===== src/rtl/seq_engine.sv =====
// seq_engine: memory-game sequencer.
// Fetches one RNG digit per round, replays the whole stored sequence with fixed
// on/off timing, then checks the player's entries and reports pass, fail or win.
// Optional feature macro: SEQ_DECIMAL_EN folds captured digits 10-15 down to 0-5.
module seq_engine #(
  parameter int unsigned MAX_LEN     = 16,
  parameter int unsigned LEN_W       = 5,
  parameter int unsigned SHOW_CYCLES = 25000000,
  parameter int unsigned GAP_CYCLES  = 12500000,
  parameter int unsigned TIMER_W     = 26
) (
  input  logic             clk,
  input  logic             rst,
  input  logic             start,
  input  logic [3:0]       rngDigit,
  output logic             rngFetchSignal,
  input  logic [3:0]       player_digit,
  input  logic             player_valid,
  output logic [3:0]       show_digit,
  output logic             show_en,
  output logic             input_ready,
  output logic [LEN_W-1:0] level,
  output logic             round_ok,
  output logic             fail,
  output logic             win
);

  localparam int unsigned IDX_W = (MAX_LEN > 1) ? $clog2(MAX_LEN) : 1;

  typedef enum logic [2:0] {
    StIdle, StFetch, StCapture, StShowOn, StShowOff, StInput, StFail, StWin
  } state_e;

  state_e             stateQ, stateD;
  logic [LEN_W-1:0]   levelQ, levelD;
  logic [LEN_W-1:0]   idxQ, idxD;
  logic [TIMER_W-1:0] timerQ, timerD;
  logic               roundOkQ, roundOkD;
  logic               memWe;
  logic [3:0]         capDigit;
  logic [3:0]         memRd;
  logic [3:0]         mem [MAX_LEN];

  // Digit as it will be stored in the sequence memory.
  always_comb begin
`ifdef SEQ_DECIMAL_EN
    capDigit = (rngDigit >= 4'd10) ? (rngDigit - 4'd10) : rngDigit;
`else
    capDigit = rngDigit;
`endif
  end

  assign memRd = mem[idxQ[IDX_W-1:0]];

  // Next-state logic; start overrides everything and restarts from level 0.
  always_comb begin
    stateD   = stateQ;
    levelD   = levelQ;
    idxD     = idxQ;
    timerD   = timerQ;
    roundOkD = 1'b0;
    memWe    = 1'b0;
    if (start) begin
      stateD = StFetch;
      levelD = '0;
      idxD   = '0;
    end else begin
      unique case (stateQ)
        StIdle: ;
        StFetch: stateD = StCapture;
        StCapture: begin
          memWe  = 1'b1;
          levelD = levelQ + LEN_W'(1);
          idxD   = '0;
          timerD = TIMER_W'(SHOW_CYCLES - 1);
          stateD = StShowOn;
        end
        StShowOn: begin
          if (timerQ == '0) begin
            timerD = TIMER_W'(GAP_CYCLES - 1);
            stateD = StShowOff;
          end else begin
            timerD = timerQ - TIMER_W'(1);
          end
        end
        StShowOff: begin
          if (timerQ != '0) begin
            timerD = timerQ - TIMER_W'(1);
          end else if (idxQ + LEN_W'(1) == levelQ) begin
            idxD   = '0;
            stateD = StInput;
          end else begin
            idxD   = idxQ + LEN_W'(1);
            timerD = TIMER_W'(SHOW_CYCLES - 1);
            stateD = StShowOn;
          end
        end
        StInput: begin
          if (player_valid) begin
            if (player_digit != memRd) begin
              stateD = StFail;
            end else if (idxQ == levelQ - LEN_W'(1)) begin
              roundOkD = 1'b1;
              stateD   = (levelQ == LEN_W'(MAX_LEN)) ? StWin : StFetch;
            end else begin
              idxD = idxQ + LEN_W'(1);
            end
          end
        end
        StFail, StWin: ;
        default: stateD = StIdle;
      endcase
    end
  end

  // State registers with synchronous active-low reset.
  always_ff @(posedge clk) begin
    if (!rst) begin
      stateQ   <= StIdle;
      levelQ   <= '0;
      idxQ     <= '0;
      timerQ   <= '0;
      roundOkQ <= 1'b0;
    end else begin
      stateQ   <= stateD;
      levelQ   <= levelD;
      idxQ     <= idxD;
      timerQ   <= timerD;
      roundOkQ <= roundOkD;
    end
  end

  // Sequence memory; never cleared since every entry is written before it is read.
  always_ff @(posedge clk) begin
    if (rst && memWe) begin
      mem[levelQ[IDX_W-1:0]] <= capDigit;
    end
  end

  // Outputs decoded from registered state only.
  always_comb begin
    rngFetchSignal = (stateQ == StFetch);
    show_en        = (stateQ == StShowOn);
    show_digit     = (stateQ == StShowOn) ? memRd : 4'd0;
    input_ready    = (stateQ == StInput);
    fail           = (stateQ == StFail);
    win            = (stateQ == StWin);
    level          = levelQ;
    round_ok       = roundOkQ;
  end

endmodule


===== config.mk =====
export PLATFORM = sky130hd
export DESIGN_NAME = seq_engine
export DESIGN_NICKNAME = d
export VERILOG_FILES = /design/src/rtl/seq_engine.sv
export SDC_FILE = /design/constraint.sdc
export NUM_CORES = 1
export LEC_CHECK = 0
export ABC_AREA = 1
export CAP_MARGIN = 20
export CORE_MARGIN = 3
export CORE_UTILIZATION = 23
export CTS_CLUSTER_DIAMETER = 50
export DETAILED_ROUTE_END_ITERATION = 16
export HOLD_SLACK_MARGIN = 0.02
export PLACE_DENSITY = 0.41
export SYNTH_ARGS = -nofsm -noshare
export SYNTH_HDL_FRONTEND = slang
export SYNTH_SLANG_ARGS = --single-unit

===== constraint.sdc =====
create_clock -name clk -period 3.7 [get_ports clk]
set_input_delay 0.925 -clock clk [delete_from_list [all_inputs] [get_ports clk]]
set_output_delay 0.925 -clock clk [all_outputs]
set_load 0.05 [all_outputs]

==> results.py <==
metrics = {
    "worst_setup_path": {
        "path_cells": "inv_1 > nand2_1 > nor2_1 > clkdlybuf4s50_1",
        "arrival_ns": 2.16,
        "cp_data_required_time_ns": 2.77,
        "cp-start-kind": "flop",
        "slowest_stage": "clkdlybuf4s50_1",
        "crit_fanout": 6,
        "critPathKind": "reg -> out",
        "cp-end-kind": "output port",
        "crit_path_max_incr_delay_ns": 0.89,
    },
    "floorplan": {
        "row_count": 57,
        "io_pins": 27,
        "die_w_um": 165,
        "core-area_um2": 24500,
        "dieArea_um2": 27100,
        "die-height_um": 165,
        "start_util_pct": 23.6,
    },
    "cts": {
        "cts_max_level": 3,
        "holdBufCountCts": 0,
        "clkTransAtPathRegs_ns": 0.07,
        "clock-sinks": 108,
        "post_cts_buffers": 0,
        "numCtsBuffers": 9,
        "cts_buffer_depth": 2,
        "clockRootBuffer": "clkbuf_16",
        "clk_latency_ns": 0.35,
        "cts_tree": "built",
        "cts.repair.resized": 0,
    },
    "synth": {
        "async_reset_ff_share_pct": 0,
        "ys_seq_elements": 108,
        "syn-num-nets": 758,
        "synth.area.top_cells": "edfxtp_1, dfxtp_1, nand2_1, inv_1, nor2_1",
        "synth_top_cell_by_area": "edfxtp_1",
        "ys_types": 37,
        "synthDominantCellAreaShare_pct": 33.2,
        "seq_area_frac_synth_pct": 48.4,
        "synth_ff_type": "edfxtp_1",
        "syn-cell-area_um2": 5790,
        "syn_inst": 738,
        "syn_area_per_cell_um2": 7.84,
        "yosys_warnings": 0,
        "synth_edf_count": 64,
    },
    "cells_and_area": {
        "finalInstanceArea_um2": 6730,
        "final_common_cell": "nand2_1",
        "nFillCells": 2739,
        "n_antenna_cell": 0,
        "layout.cells.non_filler": 1091,
        "final_core_util_pct": 27.4,
        "nets": 782,
        "area_growth_pct": 16.3,
        "final_cell_mix": "nand2_1, inv_1, nor2_1",
        "layout-drive-gt1-share_pct": 6.52,
    },
    "route": {
        "ant_nets": 0,
        "avgViaCountPerCell": 4.36,
        "vias": 4758,
        "drt_first_pass_iters": 6,
        "drt_iter0_drc": 238,
        "drt_wl_total_um": 16000,
        "drc": 0,
        "avgRoutedWirePerCell_um": 14.6,
    },
    "power": {
        "power.density_nw_per_um2": 463,
        "vdd_drop_max_mv": 0.255,
        "p_leak_nw": 2.69,
        "total_power_mw": 3.12,
    },
    "grt": {
        "overflow": 0,
        "antenna_found_initial": 0,
        "grt_start_max_net_pins": 34,
        "grt_pass1_wl_um": 25300,
        "grt_usage_pct": 12.1,
        "grt_pass1_vias": 4629,
    },
    "timing": {
        "slew_violations": 0,
        "tns_ns": 0,
        "worst_pin_slew_ns": 0.803,
        "skew_ns": 0.0103,
        "hold_violations": 0,
        "setup_viol": 0,
        "grt_setup_unrepaired": "false",
        "relSlewSlack_pct": 46.3,
        "fin_crit_ns": 3.09,
        "post-route-period-util_pct": 83.4,
        "clock.fmax_ghz": 0.324,
    },
    "placed_design": {
        "hpwl_um": 11300,
        "place.gp.congestion": 0.760,
        "placed_area_um2": 6420,
        "port-buffer-count": 26,
        "place_inst": 1075,
    },
    "min_path": {
        "hp-class": "reg -> reg",
    },
    "job": {
        "cap_viol_max_count": 0,
    },
    "run_status": {
        "status": "finished clean",
    },
}
[through the flow]
stage	worst slack (ns)	hold slack (ns)
2_1_floorplan	1.07	0.451
3_5_place_dp	0.318	0.478
4_1_cts	0.582	0.490
3_3_place_gp	0.322	0.475
5_1_grt	0.476	0.523
6_report	0.615	0.485
[per-layer routing]
layer,global-route usage (%),up-vias,share of wire [%]
met5,0,-,0
met4,2.86,0,1.0
met3,2.21,12,3.2
met2,19.6,71,46
met1,16.8,2217,50
li1,-,2458,-
[final timing paths]
kind                    from     endpoint  slack (ns)  cells after the start
hold reg to reg   timerQ[20]   timerQ[20]        0.48                      2
setup / recovery   stateQ[1]  input_ready        0.61                      4
hold / removal    timerQ[20]   timerQ[20]        0.48                      2
setup reg to reg        flop         flop        1.18                     16
[registers in the layout, summed over array words and instances (netlist names), named ones only]
register and cells:
idxQ 5, timerQ 26, stateQ 3, level 5, round_ok 1, mem 64
[cell type report]
class | count | area, um2 | area share [%]
multi-input cells | 512 | 2480 | 36.9
inverters | 96 | 360 | 5.35
well taps | 324 | 405 | 6.02
clock inverters | 5 | 51.3 | 0.762
flip-flops and latches | 108 | 2800 | 41.6
repair buffers | 35 | 368 | 5.46
clock buffers | 11 | 264 | 3.92
[where the power goes]
part	total (mW)	internal, mW	leakage, nW	switching [mW]
Sequential	1.34	1.30	0.932	0.0355
Combinational	0.784	0.265	1.60	0.519
Clock	0.993	0.530	0.155	0.463
[worst max-delay path, delay by kind of cell (launching register included)]
kind	cells	cell delay (ns)
flip-flops	1	0.34
AND/OR/NAND/NOR	2	0.43
buffers and inverters	2	1.04
[synthesized netlist by cell type (all sizes together), types with 5 or more instances]
library cell,n
nor2,95
xor2,15
buf,17
nor4,5
nand4,8
ha,8
a211oi,6
clkbuf,5
nand3,63
inv,95
xnor2,8
nor3,19
dfxtp,44
edfxtp,64
o21ai,40
a21oi,39
nand2,191
[logic make-up after synthesis]
kind of cell | synth area share [%]
AO/OA/AOI/OAI | 8.88
XOR/XNOR | 3.48
adder cells (fa/ha/maj) | 1.73
buffers and inverters | 8.80
flip-flops | 48.4
AND/OR/NAND/NOR | 28.7
(Power assumes the default switching activity.)
==> RTL edit 1 (same flow settings) <==
Make the reset (`rst`) asynchronous in one clocked block. Comments in the files are not updated.
--- a/src/rtl/seq_engine.sv
+++ b/src/rtl/seq_engine.sv
@@ -116,3 +116,3 @@
   // State registers with synchronous active-low reset.
-  always_ff @(posedge clk) begin
+  always_ff @(posedge clk or negedge rst) begin
     if (!rst) begin
Behaviour: differs if rst is asserted again (counterexample within 4 cycles, from zero or initial values and one cycle with rst low); with rst held inactive, the same outputs for 10 cycles.
==> RTL edit 1 against the original RTL <==
Final area shrank 0.48%. Core utilization decreased by 0.13 points. Setup slack improved by 91 ps. Sequential cell count shrank 4. Synthesized area increased by 0.28%. Routed wire length up 0.14%. Hold slack improved by 81 ps. Power increased by 7.2%. Via count fell by 3.6%. Critical endpoint is now show_digit[1].
==> RTL edit 1: results (changes against the original RTL) <==
| Metric | Value |
|---|---|
| Status | `complete, no violations` |
| Post-cts gate resize count | `0 (unchanged)` |
| # DRC | `0 (unchanged)` |
| Layout fillers | `2699 (-1.5%)` |
| Initial antenna violation count | `0 (unchanged)` |
| Root buffer cell | `clkbuf_16` |
| DR pass1 iterations | `5 (-1)` |
| Post-placement cell area | `6410 µm² (about the same)` |
| Max Buffers Root-to-Sink | `2 (unchanged)` |
| Layout cell share with drive strength beyond 1 | `0.0778 (+0.0126)` |
| Ys flop type | `edfxtp_1` |
| Clk slew on worst S/H paths | `70 ps (about the same)` |
| Critical path fanouts, max | `21 (+15)` |
| Largest net degree at the start of global routing | `41 (+21%)` |
| Reg2reg setup slack | `1230 ps (+50 ps)` |
| Delay-heaviest family, CP | `buffers and inverters` |
| Leak pwr | `2.70 nW (+0.62%)` |
| Gpl congestion | `0.817 (+7.5%)` |
| Nets@finish | `736 (-5.9%)` |
| Hold Path Class | `flip-flop to flip-flop` |
| Buffers on Ports | `26 (unchanged)` |
| Post-synth EDFFs | `64 (unchanged)` |
| Leading cell types by total area after synthesis | `edfxtp_1, dfrtp_1, nand2_1` |
| WL final | `16000 µm (+0.14%)` |
| Post-synth top cells | `nand2_1, inv_1, nor2_1` |
| FFs w/ async S/R, synth | `0.385 (+0.385)` |
| Worst path slowest cell | `dfrtp_1` |
| CP peak stage delay | `440 ps (-450 ps)` |
| Worst rel slew slack | `0.530 (+0.0673)` |
| VDD IR max | `199 µV (-22%)` |
| Setup violators final | `0 (unchanged)` |
| Clk_lat worst skew | `360 ps` |
| Synth warnings | `0 (unchanged)` |
| Largest register FFs | `64 (unchanged)` |
| Num CTS Buffers | `9 (unchanged)` |
| DP HPWL | `11500 µm (+1.5%)` |
| Worst Skew | `12.9 ps (+2.65 ps)` |
| Hold WS | `566 ps (+81.2 ps)` |
| Register area share after synthesis | `0.504 (+0.0193)` |
| Initial DRC count | `308 (+29%)` |
| Worst EP arrival | `2070 ps (-90 ps)` |
| Setup bufs post-CTS | `0 (unchanged)` |
| Met3 WL post-DR | `566 µm (+10%)` |
| Overall routing resource usage | `0.122 (+0.000916)` |
| Routed wire length on met2 | `7480 µm (+1.8%)` |
| Syn nets | `710 (-6.3%)` |
| First-pass GRT wire length | `25400 µm (+0.49%)` |
| Clock H-tree levels | `3 (unchanged)` |
| Library cells used by synthesis | `42 (+14%)` |
| Wl on met1 | `7780 µm (-2.0%)` |
| Via Count | `4586 (-3.6%)` |
| Vias in the first global route | `4470 (-3.4%)` |
==> RTL edit 1: cell count changes after synthesis, sizes merged, moves of 9 or more <==
cell	change
a21oi	-22
dfrtp	+40
dfxtp	-44
inv	-10
nor2	-10
o21ai	+9
==> RTL edit 1: cells by family after synthesis <==
group / after synthesis / synth area share
AO/OA/AOI/OAI: 86 / 0.0811
XOR/XNOR: 19 / 0.0300
adder cells (fa/ha/maj): 9 / 0.0194
buffers and inverters: 103 / 0.0815
flip-flops: 104 / 0.504
AND/OR/NAND/NOR: 368 / 0.285
==> RTL edit 1: routing by layer <==
metal,global-route usage,vias up
met5,0,-
met3,0.0201,13
met4,0.0267,0
li1,-,2334
met2,0.197,71
met1,0.171,2168
==> RTL edit 1: layout make-up <==
type / instances / share of cell area
flip-flops and latches: 104 / 0.436
multi-input cells: 482 / 0.359
well taps: 324 / 0.0605
repair buffers: 33 / 0.0519
inverters: 85 / 0.0487
clock buffers: 10 / 0.0342
clock inverters: 6 / 0.00896
==> RTL edit 1: worst paths after layout <==
path,startpoint,end,cells after the start
setup / recovery,idxQ[0],show_digit[1],8
hold / removal,idxQ[4],idxQ[4],2
setup reg to reg,idxQ[0],timerQ[9],12
hold reg to reg,idxQ[4],idxQ[4],2
max in group asynchronous,rst,idxQ[4],2
min in group asynchronous,rst,timerQ[2],2
==> RTL edit 1: worst min-delay path, stage by stage (launching register included) <==
cell and delay (ps):
dfrtp_1 400, nand2_1 60, o21ai_1 70
==> RTL edit 1: stage by stage <==
stage	cells	total power, mW	setup slack (ps)	util
CTS	1044	3.40	640	0.273
floorplan	689	2.12	850	-
detailed placement	1028	2.42	776	0.261
global route	1044	3.56	541	0.273
global placement	1028	2.42	767	0.261
finish	1044	3.34	706	0.273
==> RTL edit 1: power by group <==
group          internal [mW]  switching, mW
logic                  0.304          0.639
clock network          0.477          0.477
registers               1.33          0.109
==> RTL edit 2 (same flow settings) <==
Without the edit above. The parameter `LEN_W` goes from 5 to 10.
--- a/src/rtl/seq_engine.sv
+++ b/src/rtl/seq_engine.sv
@@ -6,3 +6,3 @@
   parameter int unsigned MAX_LEN     = 16,
-  parameter int unsigned LEN_W       = 5,
+  parameter int unsigned LEN_W       = 10,
   parameter int unsigned SHOW_CYCLES = 25000000,
Interface: changed (resized level); port bits go from 27 to 32. No check against the original RTL was run, so the function may have changed too.
==> RTL edit 2 against the original RTL <==
Setup slack got worse by 380 ps. Critical endpoint is now show_digit[2]. Maximum frequency shrank 11%. Highest routed layer unchanged. Clock skew increased by 3.0 ps. Critical path type unchanged. Power rose by 24%. Sequential share of layout area decreased by 4.1 points. Die area up 14%. Sequential cell count grew 10. Global-route usage increased by 1.3 points. Final area up 19%. Synthesized area increased by 15%. Routed wire length increased by 27%.
==> RTL edit 2: results (changes against the original RTL) <==
| Metric | Value |
|---|---|
| Met3 usage | `0.0226 (+0.000509)` |
| Clock H-tree levels | `4 (+1)` |
| Vias/cell | `4.43 (+1.5%)` |
| Clk sinks | `118 (+9.3%)` |
| Post-Synthesis Cells | `902 (+22%)` |
| Via Count | `5874 (+23%)` |
| DP HPWL | `14600 µm (+29%)` |
| Worst rel slew slack | `0.456 (-0.00647)` |
| Multi-input gate area | `3060 µm² (+23%)` |
| Layout cell share with drive strength beyond 1 | `0.0653 (+0.000143)` |
| Hold_sp | `timerQ[25]` |
| Met2 usage | `0.213 (+0.0176)` |
| P_int | `2.67 mW (+27%)` |
| Register area | `3000 µm² (+7.1%)` |
| Register area share after synthesis | `0.451 (-0.0332)` |
| Critical path fanouts, max | `22 (+16)` |
| Seq group | `1.45 mW (+8%)` |
| Library cells used by synthesis | `36 (-2.7%)` |
| Num CTS Buffers | `17 (+8)` |
| Worst slack, placed | `434 ps (+116 ps)` |
| Syn nets | `922 (+22%)` |
| Power Dens Cells | `484 nW/µm² (+4.7%)` |
| Multi-Input Combinational | `642 (+25%)` |
| Overall routing resource usage | `0.134 (+0.0131)` |
| Clk_lat worst skew | `430 ps (+80 ps)` |
| Vias in the first global route | `5702 (+23%)` |
| Die area | `31000 µm² (+14%)` |
| Wire per inst | `15.2 µm (+4.0%)` |
| Reg2reg setup slack | `800 ps (-380 ps)` |
| VDD IR max | `314 µV (+23%)` |
| Clock share of power | `0.443 (+0.124)` |
| Non-clock buffering overhead | `0.0532 (-0.00147)` |
| ClkCell Share | `0.0758 (+0.0290)` |
| Routed wire length on met2 | `9120 µm (+24%)` |
| Invs w/o clock | `116 (+21%)` |
| Hold worst-path end | `timerQ[25]` |
| Worst Skew | `13.3 ps (+2.98 ps)` |
| Clk power | `1.72 mW (+73%)` |
| Placed Cells | `1295 (+20%)` |
| Post-placement cell area | `7390 µm² (+15%)` |
| PnR worst setup slack | `233 ps (-382 ps)` |
| Leak pwr | `3.22 nW (+20%)` |
| Nets@finish | `956 (+22%)` |
| Met3 WL post-DR | `675 µm (+32%)` |
| Largest net degree at the start of global routing | `29 (-15%)` |
| Leading cell types by total area after synthesis | `edfxtp_1, dfxtp_1, nand2_1` |
| DR pass1 iterations | `5 (-1)` |
| Buffers on Ports | `31 (+19%)` |
| Worst EP arrival | `2540 ps (+380 ps)` |
| Layout fillers | `3128 (+14%)` |
| Post-synth top cells | `nand2_1, nor2_1, inv_1` |
| Wl on met1 | `10200 µm (+28%)` |
| Routing usage on met1 | `0.189 (+0.0214)` |
| Worst path slowest cell | `dfxtp_1` |
| Initial DRC count | `449 (+89%)` |
| First-pass GRT wire length | `32400 µm (+28%)` |
| Status | `complete, no violations` |
| Worst r2r path cells | `15 (-1)` |
[RTL edit 2: cell count changes after synthesis, sizes merged, moves of 3 or more]
| cell | delta |
|---|---|
| a211oi | +4 |
| a21oi | +4 |
| dfxtp | +10 |
| inv | +20 |
| nand2 | +60 |
| nand3 | +26 |
| nand4 | +9 |
| nor2 | +27 |
| nor3b | +4 |
| o211ai | +5 |
| o21ai | -8 |
| xor2 | +3 |
[RTL edit 2: cell families (layout without fill, tap and decap cells)]
group | Yosys count | count (layout) | share of synthesized area
XOR/XNOR | 25 | 25 | 0.0329
adder cells (fa/ha/maj) | 8 | 8 | 0.0150
buffers and inverters | 142 | 189 | 0.0896
AO/OA/AOI/OAI | 95 | 95 | 0.0799
AND/OR/NAND/NOR | 514 | 514 | 0.332
flip-flops | 118 | 118 | 0.451
